**src/rtl/rom_load_ctrl_pkg.sv**
```systemverilog
// Shared constants and state encoding for the ROM initialisation loader.
package rom_load_ctrl_pkg;

  localparam int ROM_DEPTH = 16384;
  localparam int ROM_AW    = $clog2(ROM_DEPTH);
  localparam int REM_WIDTH = ROM_AW + 1;

  typedef logic [1:0] state_t;
  localparam state_t ST_IDLE  = 2'd0;
  localparam state_t ST_LOAD  = 2'd1;
  localparam state_t ST_FLUSH = 2'd2;

endpackage

```
**src/rtl/rom_load_ctrl.sv**
```systemverilog
// Streams bytes into the ROM init write port, holding the CPU off until the
// image is written, then pulses done and exposes a running byte checksum.
module rom_load_ctrl
  import rom_load_ctrl_pkg::*;
#(
  parameter int DATA_WIDTH    = 8,
  parameter int DEPTH         = ROM_DEPTH,
  parameter int ADDRESS_WIDTH = $clog2(DEPTH)
) (
  input  logic                     clk,
  input  logic                     reset_n,
  input  logic                     start,
  input  logic [ADDRESS_WIDTH-1:0] base_addr,
  input  logic [ADDRESS_WIDTH:0]   length,
  input  logic                     abort,
  input  logic                     in_valid,
  input  logic [DATA_WIDTH-1:0]    in_data,
  output logic                     in_ready,
  output logic                     we_b,
  output logic [ADDRESS_WIDTH-1:0] addr_b,
  output logic [DATA_WIDTH-1:0]    din_b,
  output logic                     busy,
  output logic                     cpu_hold,
  output logic                     done,
  output logic [DATA_WIDTH-1:0]    checksum
);

  localparam int RW = ADDRESS_WIDTH + 1;
  localparam logic [ADDRESS_WIDTH-1:0] LAST_ADDR = ADDRESS_WIDTH'(DEPTH - 1);

  state_t                   r_state;
  logic [ADDRESS_WIDTH-1:0] r_addr;
  logic [RW-1:0]            r_rem;
  logic                     r_we;
  logic [ADDRESS_WIDTH-1:0] r_addr_b;
  logic [DATA_WIDTH-1:0]    r_din;
  logic [DATA_WIDTH-1:0]    r_csum;
  logic                     r_done;
  logic [ADDRESS_WIDTH-1:0] w_addr_next;

  // Address counter wraps modulo DEPTH, which need not be a power of two.
  always_comb begin
    if (r_addr == LAST_ADDR) begin
      w_addr_next = {ADDRESS_WIDTH{1'b0}};
    end else begin
      w_addr_next = r_addr + ADDRESS_WIDTH'(1);
    end
  end

  // Load sequencer with address, remaining-count and checksum counters.
  always_ff @(posedge clk or negedge reset_n) begin
    if (!reset_n) begin
      r_state  <= ST_IDLE;
      r_addr   <= {ADDRESS_WIDTH{1'b0}};
      r_rem    <= {RW{1'b0}};
      r_we     <= 1'b0;
      r_addr_b <= {ADDRESS_WIDTH{1'b0}};
      r_din    <= {DATA_WIDTH{1'b0}};
      r_csum   <= {DATA_WIDTH{1'b0}};
      r_done   <= 1'b0;
    end else begin
      r_we   <= 1'b0;
      r_done <= 1'b0;
      case (r_state)
        ST_IDLE: begin
          if (start) begin
            r_csum <= {DATA_WIDTH{1'b0}};
            if (length != {RW{1'b0}}) begin
              r_addr  <= base_addr;
              r_rem   <= length;
              r_state <= ST_LOAD;
            end else begin
              r_done <= 1'b1;
            end
          end
        end
        ST_LOAD: begin
          // abort wins over a same-cycle byte, which is then dropped.
          if (abort) begin
            r_state <= ST_IDLE;
          end else if (in_valid) begin
            r_we     <= 1'b1;
            r_addr_b <= r_addr;
            r_din    <= in_data;
            r_csum   <= r_csum + in_data;
            r_addr   <= w_addr_next;
            r_rem    <= r_rem - RW'(1);
            if (r_rem == RW'(1)) begin
              r_state <= ST_FLUSH;
            end
          end
        end
        ST_FLUSH: begin
          r_state <= ST_IDLE;
          r_done  <= !abort;
        end
        default: begin
          r_state <= ST_IDLE;
        end
      endcase
    end
  end

  assign in_ready = (r_state == ST_LOAD);
  assign busy     = (r_state != ST_IDLE);
  assign cpu_hold = (r_state != ST_IDLE);
  assign we_b     = r_we;
  assign addr_b   = r_addr_b;
  assign din_b    = r_din;
  assign done     = r_done;
  assign checksum = r_csum;

endmodule

```
**config.mk**
```make
export PLATFORM = sky130hd
export DESIGN_NAME = rom_load_ctrl
export DESIGN_NICKNAME = d
export VERILOG_FILES = /design/src/rtl/rom_load_ctrl_pkg.sv /design/src/rtl/rom_load_ctrl.sv
export SDC_FILE = /design/constraint.sdc
export NUM_CORES = 1
export LEC_CHECK = 0
export BUFFER_PORTS_ARGS = -buffer_cell sky130_fd_sc_hd__buf_2
export CAP_MARGIN = 20
export CORE_ASPECT_RATIO = 1.4
export CORE_MARGIN = 5
export CORE_UTILIZATION = 59
export CTS_CLUSTER_DIAMETER = 150
export CTS_CLUSTER_SIZE = 25
export DETAILED_ROUTE_END_ITERATION = 16
export PLACE_DENSITY = 0.94
export SYNTH_ARGS = -nofsm -noshare
export SYNTH_HDL_FRONTEND = slang
export SYNTH_SLANG_ARGS = --single-unit
```
**constraint.sdc**
```tcl
create_clock -name clk -period 4.79 [get_ports clk]
set_clock_uncertainty 0.2 [all_clocks]
set_input_delay 0.7185 -clock clk [delete_from_list [all_inputs] [get_ports clk]]
set_output_delay 0.7185 -clock clk [all_outputs]
set_load 0.1 [all_outputs]
```
==> results_dict.tcl, run 1 <==
set metrics [dict create \
    status "completed" \
    cts_buffers 9 \
    globalRouteTotalUtil 0.2317 \
    nFillCells 420 \
    hold_buffers 0 \
    grt_pass1_wl_um 13690 \
    worstRegToRegCells 5 \
    busiest_layer "met2" \
    tightest_slew_ps 1022 \
    tns_ps 0 \
    post_cts_buffers 0 \
    synth_nets 406 \
    cp_max_fo 53 \
    crit_required_ps 3870 \
    wl_per_cell_um 17.22 \
    maxSlewViolCount 0 \
    yosysSeqAreaShare 0.4516 \
    drv_cap 0 \
    h-tree-depth 3 \
    critPathBufInv 2 \
    use_met2 0.3919 \
    synth_edf_count 0 \
    syn_area_mm2 0.003491 \
    max-slew-margin-rel 0.3189 \
    hpwl_um 5889 \
    r2r_start "r_state[1]" \
    cts_tree "done" \
    drt_iter0_markers 191 \
    finalCritPeriodShare 0.6404 \
    netlist_instances 353 \
    syn_to_final_growth_pct 18.24 \
    first_pass_iters 4 \
    cpPeakStageDelay_ps 820 \
    drive_gt1_frac 0.3063 \
    crit_chain "nand2b_2, clkinv_1, buf_2" \
    ys.flop_type "dfrtp_1" \
    final_nets 479 \
    slowest_stage "nand2b_2" \
    setup_violations 0 \
    viasPerCell 6.281 \
    critPathTopFamily "simple AND/OR/NAND/NOR gates" \
    yosys.area.top_type "dfrtp_1" \
    hp-class "flip-flop to flip-flop" \
    rrSetupSlack_ps 2220 \
    clk_pin_slew_worst_paths_ps 70 \
    diodes 0 \
    gp_congestion 0.8627 \
    path_class "flip-flop to output pin" \
    cts_root_buffer "clkbuf_8" \
    fin_util 0.7090 \
    holdPathStages 1 \
    drc_errors 0 \
    min_from "din_b[1]" \
    ctsResizeCount 0 \
    fp-row-count 33 \
    synthTopCellsByArea "dfrtp_1, mux2_2, a21oi_1" \
    syn_avg_cell_area_um2 9.889 \
    fmax_mhz 326.0 \
    finalWirelength_um 8626 \
    route.vias.total 3147 \
    io_pins 77 \
    synth_top_area_share 0.4516 \
    start_util 0.5996 \
    cts.sinks 63 \
    io_buffer_count 76 \
    die_y_um 101.0 \
    layout_min_cycle_time_ps 3068 \
    start_kind "flip-flop" \
    clock_latency_ps 330 \
    crit_arrival_ps 2150 \
    endpoint_kind "output pin" \
    whs_endpoint "din_b[1]" \
    antenna_left 0 \
    finalHoldViolCount 0 \
    gr-total-overflow 0 \
    die_w_um 75.01 \
    clockBufferDepth 2 \
    core_mm2 0.005822 \
    rsz0062_at_grt "no" \
    die_area_mm2 0.007577 \
    antenna_found_initial 0 \
    use_met3 0.03693 \
    grt_util_met1 0.2766 \
    grt_pass1_vias 3068 \
    synth_seq_cells 63 \
    ys.warnings.count 0 \
    grt_max_degree 64 \
    async_flop_share 1.000 \
    timing.rr.end "checksum[6]" \
    yosysUniqueCellTypes 60 \
]
-- flip-flops by register name, summed over array words and instances, names as in the netlist --
| register | count |
|---|---|
| r_addr | 14 |
| addr_b | 14 |
| din_b | 8 |
| r_state | 2 |
| checksum | 8 |
| r_rem | 15 |
| we_b | 1 |
| done | 1 |
-- per-stage QoR --
| stage | hold WS (ps) | cell area (um2) | cells | worst slack, ps |
|---|---|---|---|---|
| 2_1_floorplan | 222.9 | 3491 | 353 | 2038 |
| 3_3_place_gp | 284.2 | 3867 | 484 | 1773 |
| 3_5_place_dp | 291.0 | 3867 | 484 | 1665 |
| 4_1_cts | 306.6 | 4113 | 500 | 1743 |
| 5_1_grt | 317.2 | 4128 | 501 | 1649 |
| 6_report | 301.2 | 4128 | 501 | 1722 |
-- Yosys cell counts (3+ instances only) --
master / n
a21oi_1: 34
nand2_1: 30
mux2_2: 22
o22ai_1: 6
nand4_1: 3
o21ai_0: 33
nor3_1: 8
nand2b_1: 4
a22oi_1: 5
o2bb2ai_1: 6
inv_1: 9
ha_1: 10
nor2_1: 24
buf_2: 3
or3_1: 3
nand3_1: 9
dfrtp_1: 63
a21o_1: 3
nor4_1: 9
a22o_1: 3
buf_6: 3
clkbuf_1: 8
-- per-layer routing --
metal | routed length (um) | vias to the layer above
li1 | - | 1455
met1 | 3311 | 1504
met2 | 4460 | 163
met3 | 615 | 25
met4 | 238 | 0
met5 | 0 | -
-- cell type report --
cell class | count | area [um2] | area share
Sequential cell | 63 | 1577 | 0.3819
Clock inverter | 6 | 107.6 | 0.02607
Inverter | 10 | 37.54 | 0.009094
Tap cell | 70 | 87.58 | 0.02122
Clock buffer | 10 | 137.6 | 0.03334
Multi-Input combinational cell | 262 | 1763 | 0.4271
Timing Repair Buffer | 80 | 417.9 | 0.1012
-- worst max-delay path by stage --
| stage | to | depth (start not counted) | slack, ps | startpoint |
|---|---|---|---|---|
| floorplan | checksum[6] | 7 | 2040 | checksum[0] |
| global route | in_ready | 3 | 1650 | r_state[1] |
| detailed placement | r_addr[4] | 6 | 1660 | length[5] |
| finish | in_ready | 3 | 1720 | r_state[1] |
| global placement | r_addr[2] | 6 | 1770 | length[5] |
| CTS | in_ready | 3 | 1740 | r_state[1] |
-- cells by family (layout without fill, tap and decap cells) --
kind of cell | count (synthesis) | count (layout) | synth area share
flops | 63 | 63 | 0.4516
compound gates | 114 | 114 | 0.2072
buf+inv | 28 | 106 | 0.04552
fa+ha+maj | 11 | 11 | 0.04158
mux | 22 | 22 | 0.07097
simple gates | 111 | 111 | 0.1731
xor+xnor | 4 | 4 | 0.01004
-- cells in the final DEF (no fill, tap or decap), types with 3 or more instances in the layout --
cell / instances
nand3_1: 9
o21ai_0: 33
ha_1: 10
dfrtp_1: 63
bufinv_16: 3
nand4_1: 3
nand2b_1: 3
o2bb2ai_1: 6
a21oi_1: 34
nand2_1: 30
inv_1: 9
a22o_1: 3
buf_2: 76
nor2_1: 24
nor3_1: 8
nor4_1: 9
or3_1: 3
buf_4: 3
o22ai_1: 6
a21o_1: 3
a22oi_1: 5
clkbuf_8: 10
mux2_2: 22
Power of run 1 is left out: the tool's default activity adds up to more than one toggle a clock period on the data nets, which glitch-free logic cannot reach.
==> inputs of run 2 (changes only) <==
--- a/config.mk
+++ b/config.mk
@@ -5,15 +5,16 @@
 export SDC_FILE = /design/constraint.sdc
 export NUM_CORES = 1
 export LEC_CHECK = 0
+export ABC_AREA = 1
 export BUFFER_PORTS_ARGS = -buffer_cell sky130_fd_sc_hd__buf_2
 export CAP_MARGIN = 20
 export CORE_ASPECT_RATIO = 1.4
 export CORE_MARGIN = 5
-export CORE_UTILIZATION = 59
+export CORE_UTILIZATION = 55
 export CTS_CLUSTER_DIAMETER = 150
 export CTS_CLUSTER_SIZE = 25
 export DETAILED_ROUTE_END_ITERATION = 16
-export PLACE_DENSITY = 0.94
+export PLACE_DENSITY = 0.88
 export SYNTH_ARGS = -nofsm -noshare
 export SYNTH_HDL_FRONTEND = slang
 export SYNTH_SLANG_ARGS = --single-unit
==> constraint.sdc (replaced) <==
create_clock -name clk -period 3.1 [get_ports clk]
set_clock_uncertainty 0.2 [all_clocks]
set_input_delay 0.465 -clock clk [delete_from_list [all_inputs] [get_ports clk]]
set_output_delay 0.465 -clock clk [all_outputs]
set_load 0.1 [all_outputs]
==> run 2 against run 1 <==
Compared with the run above:
- utilization decreased by 4.1 points
- sequential share of layout area decreased by 2.5 points
- sequential cell count unchanged
- design area increased by 6.9%
- first-iteration DRC count increased by 35%
- synthesized cell count increased by 53%
- die area increased by 13%
- clock-buffer cell count increased by 1
- non-clock buffer count increased by 2
- critical path depth increased by 1
==> results_dict.tcl, run 2 <==
set metrics [dict create \
    clk_pin_slew_worst_paths_ps 70 \
    clock_latency_ps 350 \
    tightest_slew_ps 861.3 \
    async_flop_share 1.000 \
    post_cts_buffers 0 \
    worstRegToRegCells 8 \
    path_class "flip-flop to output pin" \
    grt_max_degree 38 \
    finalWirelength_um 9525 \
    die_y_um 107.5 \
    io_buffer_count 76 \
    wl_per_cell_um 13.32 \
    max-slew-margin-rel 0.4258 \
    ys.warnings.count 0 \
    crit_required_ps 2430 \
    yosysUniqueCellTypes 34 \
    syn_area_mm2 0.003734 \
    syn_to_final_growth_pct 18.23 \
    gp_congestion 0.9410 \
    setup_violations 0 \
    route.vias.total 3772 \
    gr-total-overflow 0 \
    synth_seq_cells 63 \
    endpoint_kind "output pin" \
    synthTopCellsByCount "nand2_1, nor2_1, dfrtp_1" \
    synth_nets 593 \
    drv_cap 0 \
    cts_tree "done" \
    io_pins 77 \
    tns_ps 0 \
    drt_iter0_markers 257 \
    layout_commonest_cell "nand2_1" \
    first_pass_iters 5 \
    yosys.area.top_type "dfrtp_1" \
    status "completed" \
    rsz0062_at_grt "no" \
    synth_edf_count 0 \
    cp_max_fo 3 \
    cts_buffers 9 \
    yosysSeqAreaShare 0.4223 \
    hpwl_um 7092 \
    r2r_start "r_addr[1]" \
    hp-class "primary input to async pin" \
    maxSlewViolCount 0 \
    post-place-ws_ps 925.7 \
    synthTopCellsByArea "dfrtp_1, nand2_1, nor2_1" \
    grt_pass1_wl_um 15700 \
    core_mm2 0.006613 \
    start_kind "flip-flop" \
    top_register "r_rem" \
    syn_avg_cell_area_um2 6.914 \
    antenna_left 0 \
    start_util 0.5646 \
    die_w_um 79.64 \
    drc_errors 0 \
    finalHoldViolCount 0 \
    antenna_found_initial 0 \
    synth_top_area_share 0.4223 \
    drive_gt1_frac 0.1717 \
    crit_chain "inv_1, nand2_2, inv_1, buf_2" \
    timing.rr.end "r_addr[3]" \
    cts.sinks 63 \
    hold_buffers 0 \
    grt_pass1_vias 3540 \
    most-common-layout-cells "nand2_1, buf_2, nor2_1, dfrtp_1, inv_1" \
    crit_top_cell "inv_1" \
    finalCritPeriodShare 0.6901 \
    layout_min_cycle_time_ps 2139 \
    h-tree-depth 3 \
    crit_start "r_state[1]" \
    viasPerCell 5.276 \
    globalRouteTotalUtil 0.2336 \
    largest_reg_flops 15 \
    clockBufferDepth 2 \
    crit_arrival_ps 1470 \
    fp-row-count 35 \
    fin_ws_ps 960.8 \
    diodes 0 \
    yosysMostFrequentCell "nand2_1" \
    cpPeakStageDelay_ps 420 \
    ys.flop_type "dfrtp_1" \
    rrSetupSlack_ps 960 \
    cts_root_buffer "clkbuf_8" \
    final_nets 671 \
    fmax_mhz 467.5 \
    slowest_stage "buf_2" \
    whs_ps 24.25 \
    die_area_mm2 0.008560 \
    ctsResizeCount 0 \
    netlist_instances 540 \
]
==> run 2: cell types whose count changed after synthesis, moves of 9 or more <==
cell,delta
nand2_1,+167
a21oi_1,-25
inv_1,+47
nor4_1,-9
nor2_1,+48
mux2_2,-22
nand3_1,+28
==> run 2: cell families (layout without fill, tap and decap cells) <==
logic type               after synthesis  after routing  synth area share
adder cells (fa/ha/maj)               11             11           0.03887
buffers and inverters                 72            155           0.07573
flip-flops                            63             63            0.4223
AND/OR/NAND/NOR                      319            319            0.3469
XOR/XNOR                               5              5           0.01173
AO/OA/AOI/OAI                         70             70            0.1046
==> run 2: cell type report <==
class / instances / area [um2]
Inverter: 57 / 214.0
Tap cell: 92 / 115.1
Clock buffer: 11 / 151.4
Multi-Input combinational cell: 405 / 1874
Sequential cell: 63 / 1577
Fill cell: 568 / 2198
Timing Repair Buffer: 82 / 450.4
Clock inverter: 5 / 32.53
==> run 2: worst max-delay path by stage <==
stage	end	slack, ps
floorplan	in_ready	680
finish	in_ready	960
global route	r_addr[3]	780
global placement	r_rem[5]	950
detailed placement	r_rem[5]	930
CTS	in_ready	950
==> run 2: stage by stage <==
stage,area [um2],util,std cells
after floorplan,3734,-,540
after global placement,4230,0.6397,699
after detailed placement,4230,0.6397,699
after CTS,4414,0.6676,715
after global routing,4414,0.6676,715
final,4414,0.6676,715
==> run 2: critical path, delay by kind of cell, from the launching register on <==
| family | cells | cell delay (ps) |
|---|---|---|
| buf+inv | 3 | 610 |
| simple gates | 1 | 110 |
| flops | 1 | 400 |
==> run 2: per-layer routing <==
layer	GRT usage	wire length, um	up-vias
met1	0.2785	3772	1710
met5	0	0	-
met4	0.1536	433	0
met3	0.04355	686	29
li1	-	-	1859
met2	0.3793	4633	174
Power of run 2 is left out for the same reason.
